File: src/rtl/fetch_pc_sequencer_pkg.sv
// Shared types and constants for the fetch PC sequencer and its redirect arbiter.
package fetch_pc_sequencer_pkg;

   localparam int DEF_WIDTH      = 32;
   localparam int DEF_NUM_SRC    = 4;
   localparam int DEF_EPOCH_BITS = 3;

   // Redirect channel indices, highest priority first; SRC_SEQ tags sequential/predictor PCs.
   localparam int SRC_ROB       = 0;
   localparam int SRC_MISDIRECT = 1;
   localparam int SRC_JAL       = 2;
   localparam int SRC_SEQ       = DEF_NUM_SRC;

   typedef logic [DEF_WIDTH-1:0]              pc_t;
   typedef logic [$clog2(DEF_NUM_SRC+1)-1:0]  src_idx_t;
   typedef logic [DEF_EPOCH_BITS-1:0]         epoch_t;

   // Width of a source index able to hold every channel plus the sequential tag.
   function automatic int src_idx_width(input int num_src);
      return $clog2(num_src + 1);
   endfunction

endpackage

File: src/rtl/fetch_pc_sequencer_redirect_priority_arbiter.sv
// Combinational lowest-index-first select across the redirect channels.
module redirect_priority_arbiter
   import fetch_pc_sequencer_pkg::*;
#(
   parameter int WIDTH   = DEF_WIDTH,
   parameter int NUM_SRC = DEF_NUM_SRC,
   parameter int SRC_W   = src_idx_width(NUM_SRC)
) (
   input  logic [NUM_SRC-1:0]            valid,
   input  logic [NUM_SRC-1:0][WIDTH-1:0] target,
   input  logic [NUM_SRC-1:0]            flush,
   output logic                          winnerValid,
   output logic [SRC_W-1:0]              winnerIdx,
   output logic [WIDTH-1:0]              winnerTarget,
   output logic                          winnerFlush
);

   // Scan from the lowest-priority channel upward so the lowest valid index is the last write.
   always_comb begin
      winnerValid  = 1'b0;
      winnerIdx    = SRC_W'(NUM_SRC);
      winnerTarget = '0;
      winnerFlush  = 1'b0;
      for (int i = NUM_SRC - 1; i >= 0; i--) begin
         if (valid[i]) begin
            winnerValid  = 1'b1;
            winnerIdx    = SRC_W'(i);
            winnerTarget = target[i];
            winnerFlush  = flush[i];
         end
      end
   end

endmodule

File: src/rtl/fetch_pc_sequencer.sv
// Next fetch PC generator: redirects, predictor or sequential PC, with held
// redirects across freeze, a flush epoch counter and per-PC provenance.
module fetch_pc_sequencer
   import fetch_pc_sequencer_pkg::*;
#(
   parameter int               WIDTH       = DEF_WIDTH,
   parameter int               NUM_SRC     = DEF_NUM_SRC,
   parameter int               FETCH_WIDTH = 1,
   parameter int               EPOCH_BITS  = DEF_EPOCH_BITS,
   parameter logic [WIDTH-1:0] RESET_PC    = '0
) (
   input  logic                                  clk,
   input  logic                                  globalResetN,
   input  logic                                  freeze,
   input  logic [NUM_SRC-1:0]                    redirectValid,
   input  logic [NUM_SRC-1:0][WIDTH-1:0]         redirectTarget,
   input  logic [NUM_SRC-1:0]                    redirectFlush,
   input  logic                                  predictorHit,
   input  logic [WIDTH-1:0]                      predictedPC,
   output logic [WIDTH-1:0]                      fetchPC,
   output logic                                  predRedirect,
   output logic [$clog2(NUM_SRC+1)-1:0]          redirectSrc,
   output logic [EPOCH_BITS-1:0]                 epoch,
   output logic                                  pendingValid
);

   localparam int SRC_W = src_idx_width(NUM_SRC);
   localparam logic [SRC_W-1:0] SEQ_IDX = SRC_W'(NUM_SRC);

   logic                  winner_valid;
   logic [SRC_W-1:0]      winner_idx;
   logic [WIDTH-1:0]      winner_target;
   logic                  winner_flush;

   logic [WIDTH-1:0]      pc_q;
   logic                  pred_q;
   logic [SRC_W-1:0]      src_q;
   logic [EPOCH_BITS-1:0] epoch_q;
   logic                  pend_valid;
   logic [SRC_W-1:0]      pend_idx;
   logic [WIDTH-1:0]      pend_target;

   logic                  accept;
   logic                  bump;
   logic [WIDTH-1:0]      next_pc;
   logic                  next_pred;
   logic [SRC_W-1:0]      next_src;

   redirect_priority_arbiter #(
      .WIDTH   (WIDTH),
      .NUM_SRC (NUM_SRC),
      .SRC_W   (SRC_W)
   ) u_arbiter (
      .valid        (redirectValid),
      .target       (redirectTarget),
      .flush        (redirectFlush),
      .winnerValid  (winner_valid),
      .winnerIdx    (winner_idx),
      .winnerTarget (winner_target),
      .winnerFlush  (winner_flush)
   );

   // A winner is taken (applied or held) unless a higher-priority redirect is already held.
   always_comb begin
      accept = winner_valid && (!pend_valid || (winner_idx <= pend_idx));
      bump   = accept && winner_flush;
   end

   // Unfrozen next-PC choice: accepted winner, then held redirect, then predictor, then sequential.
   always_comb begin
      next_pc   = pc_q + WIDTH'(FETCH_WIDTH);
      next_pred = 1'b0;
      next_src  = SEQ_IDX;
      if (accept) begin
         next_pc  = winner_target;
         next_src = winner_idx;
      end else if (pend_valid) begin
         next_pc  = pend_target;
         next_src = pend_idx;
      end else if (predictorHit) begin
         next_pc   = predictedPC;
         next_pred = 1'b1;
      end
   end

   // Fetch PC, provenance, held redirect and epoch state; freeze holds the PC and captures redirects.
   always_ff @(posedge clk or negedge globalResetN) begin
      if (!globalResetN) begin
         pc_q        <= RESET_PC;
         pred_q      <= 1'b0;
         src_q       <= SEQ_IDX;
         epoch_q     <= '0;
         pend_valid  <= 1'b0;
         pend_idx    <= SEQ_IDX;
         pend_target <= '0;
      end else begin
         if (bump) begin
            epoch_q <= epoch_q + 1'b1;
         end
         if (freeze) begin
            if (accept) begin
               pend_valid  <= 1'b1;
               pend_idx    <= winner_idx;
               pend_target <= winner_target;
            end
         end else begin
            pc_q       <= next_pc;
            pred_q     <= next_pred;
            src_q      <= next_src;
            pend_valid <= 1'b0;
         end
      end
   end

   assign fetchPC      = pc_q;
   assign predRedirect = pred_q;
   assign redirectSrc  = src_q;
   assign epoch        = epoch_q;
   assign pendingValid = pend_valid;

endmodule
File: config.mk
export PLATFORM = sky130hd
export DESIGN_NAME = fetch_pc_sequencer
export DESIGN_NICKNAME = d
export VERILOG_FILES = /design/src/rtl/fetch_pc_sequencer_pkg.sv /design/src/rtl/fetch_pc_sequencer_redirect_priority_arbiter.sv /design/src/rtl/fetch_pc_sequencer.sv
export SDC_FILE = /design/constraint.sdc
export NUM_CORES = 1
export LEC_CHECK = 0
export ABC_CLOCK_PERIOD_IN_PS = 3000
export CELL_PAD_IN_SITES_DETAIL_PLACEMENT = 0
export CELL_PAD_IN_SITES_GLOBAL_PLACEMENT = 1
export CORE_ASPECT_RATIO = 2
export CORE_MARGIN = 2
export CORE_UTILIZATION = 32
export CTS_BUF_LIST = sky130_fd_sc_hd__clkbuf_2
export DETAILED_ROUTE_END_ITERATION = 8
export PLACE_DENSITY = 0.87
export SLEW_MARGIN = 20
export SYNTH_ARGS = -nofsm -noshare
export SYNTH_HDL_FRONTEND = slang
export SYNTH_SLANG_ARGS = --single-unit
export TNS_END_PERCENT = 30
File: constraint.sdc
create_clock -name clk -period 3 [get_ports clk]
set_clock_uncertainty 0.2 [all_clocks]
set_input_delay 0.3 -clock clk [delete_from_list [all_inputs] [get_ports clk]]
set_output_delay 0.3 -clock clk [all_outputs]
set_load 0.05 [all_outputs]
==> flow_metrics.tcl <==
set metrics [dict create \
    relSlewSlack_pct 33.1 \
    fmax_ghz 0.362 \
    arrival_ps 2260 \
    hold_end "pend_idx[0]" \
    grt_pass1_wl_mm 31.6 \
    cts_tree "done" \
    async_flop_share_pct 100 \
    die_y_um 186 \
    drive_gt1_share_pct 9.26 \
    final.period_utilization_pct 92.0 \
    post_cts_buffers 0 \
    die_area_mm2 0.0177 \
    clk_latency_ps 540 \
    syn_area_per_cell_um2 8.14 \
    cp-end-kind "primary output" \
    path_max_fanout 17 \
    rr_worst_depth 7 \
    grt_use_total_pct 22.8 \
    hpwl_mm 15.3 \
    run_status "finished, violations left" \
    yosysSeqAreaShare_pct 35.3 \
    hold_depth 4 \
    grt-ovfl-total 0 \
    wl_mm 19.8 \
    ys.flop_type "dfrtp_1" \
    criticalPathCategory "reg -> out" \
    synthesis.area_mm2 0.00532 \
    cts-root-buf "clkbuf_2" \
    cts_resized 0 \
    power.density_mw_per_mm2 483 \
    clock_sinks 75 \
    hp-class "in -> reg" \
    p_leak_nw 3.09 \
    core_area_mm2 0.0163 \
    io_buffers 211 \
    cts_hold_buffers 1 \
    final_area_mm2 0.00787 \
    slew_viol_final 0 \
    ios 212 \
    worst_ep_required_time_ps 2500 \
    numCtsBuffers 9 \
    postRouteAntennaNets 0 \
    fin_util_pct 48.4 \
    rows 66 \
    antenna_found_initial 2 \
    crit_buf_inv 1 \
    drcViolationCount 1 \
    violations "DRC" \
    die_w_um 95.2 \
    hold_violations 0 \
    regToRegSetupSlack_ps 370 \
    synth_top_area_share_pct 34.3 \
    period_minus_slack_ps 2760 \
    yosysTopAreaCell "dfrtp_1" \
    setup_viol 0 \
    r2r-end "fetchPC[24]" \
    viasPerCell 5.46 \
    clk_pin_slew_worst_paths_ps 190 \
    synth_cell_types 58 \
    nNetsFinal 1036 \
    crit_family "buffers and inverters" \
    synthCells 654 \
    place_area_mm2 0.00778 \
    htree_levels 3 \
    rsz0062_at_grt "false" \
    worst_pin_slew_ps 1000 \
    area_growth_pct 47.9 \
    yosys_register_bits 75 \
    vdd.ir_drop.worst_mv 0.216 \
    holdCritStartpoint "redirectValid[0]" \
    start_util_pct 32.7 \
    firstDrtPassIters 9 \
    cp_slowest_cell "clkdlybuf4s50_1" \
    cts_buffer_depth 2 \
    r2r-start "fetchPC[1]" \
    worstPathCellList "clkdlybuf4s50_1" \
    synth_area_leaders "dfrtp_1 34%, nand2_1 6.0%, a221oi_1 4.9%" \
    synth_edf_count 0 \
    drt_iter0_markers 354 \
    route.vias.total 5841 \
    wl_per_cell_um 18.5 \
    grt_pass1_vias 5857 \
    yosysWarnings 0 \
    drv_cap 0 \
    grt_max_degree 76 \
    crit_path_max_incr_delay_ps 930 \
    syn_nets 831 \
    start_kind "flop" \
    gp_congestion 0.865 \
]
worst max path at each step:
| stage | from | depth (start not counted) | slack [ps] | to |
|---|---|---|---|---|
| 4_1_cts | pendingValid | 1 | 200 | pendingValid |
| 2_1_floorplan | redirectValid[2] | 12 | 50 | fetchPC[21] |
| 3_5_place_dp | redirectValid[2] | 11 | -60 | fetchPC[16] |
| 3_3_place_gp | redirectValid[2] | 11 | -30 | epoch[2] |
| 6_report | pendingValid | 1 | 240 | pendingValid |
| 5_1_grt | pendingValid | 1 | 140 | pendingValid |
kinds of logic after synthesis:
group,share of synthesized area (%)
AOI/OAI and AO/OA,30.1
buffers and inverters,5.92
DFF,35.3
muxes,2.70
xor gates and xnor gates,3.95
adders and majority gates,1.18
and+or+nand+nor,20.9
layer usage:
metal  GRT usage [%]  vias up  wire length [µm]
met3            3.07       48              1050
met1            27.8     2725              7620
met2            39.3      217             10400
li1                -     2851                 -
met5               0        -                 0
met4            9.36        0               683
cells in the final DEF (no fill, tap or decap), types with 17 or more instances in the layout:
cell type and instances:
a21oi_1 49, a221oi_1 30, buf_4 37, clkdlybuf4s50_1 207, dfrtp_1 73, inv_1 21
nand2_1 85, nor2_1 17, nor2b_1 26, nor3_1 36, o21ai_0 22, o21ai_1 41
where the power goes:
part	switching, mW	leakage [nW]	internal [mW]
clock network	0.366	0.0596	0.119
registers	0.260	0.923	1.23
logic	1.03	2.10	0.796
per-stage QoR:
stage / std cells / power, mW / setup WS (ps) / hold WS (ps) / setup TNS (ps)
2_1_floorplan: 654 / 2.50 / 50.0 / -196 / 0
3_3_place_gp: 1051 / 3.30 / -31.6 / 260 / -47.7
3_5_place_dp: 1051 / 3.34 / -55.1 / 267 / -240
4_1_cts: 1068 / 3.81 / 200 / 3.23 / 0
5_1_grt: 1069 / 4.01 / 137 / 21.8 / 0
6_report: 1069 / 3.80 / 239 / 12.6 / 0
cell usage after synthesis (all sizes together) (8+ instances only):
cell type  count
nor2b         27
a21o          11
nor2          18
a21oi         49
a221oi        30
o21ai         63
xnor2         13
inv           22
clkbuf        51
dfrtp         73
a22o           8
nand4         10
mux2          11
a221o          9
nand3         18
xor2          11
nor3          39
a22oi         12
nand2         85
o211ai        14
registers in the layout, summed over array words and instances (netlist names):
signal        count
epoch             3
fetchPC          32
pend_idx          3
pend_target      32
pendingValid      1
predRedirect      1
redirectSrc       3
final cells by class:
cell class	count	area (µm²)
Clock buffer	13	65.1
Timing Repair Buffer	251	2430
Clock inverter	3	16.3
Multi-Input combinational cell	500	3140
Antenna cell	1	2.50
Fill cell	1631	8400
Sequential cell	75	1880
Inverter	22	82.6
Tap cell	204	255
(Power assumes the default switching activity.)
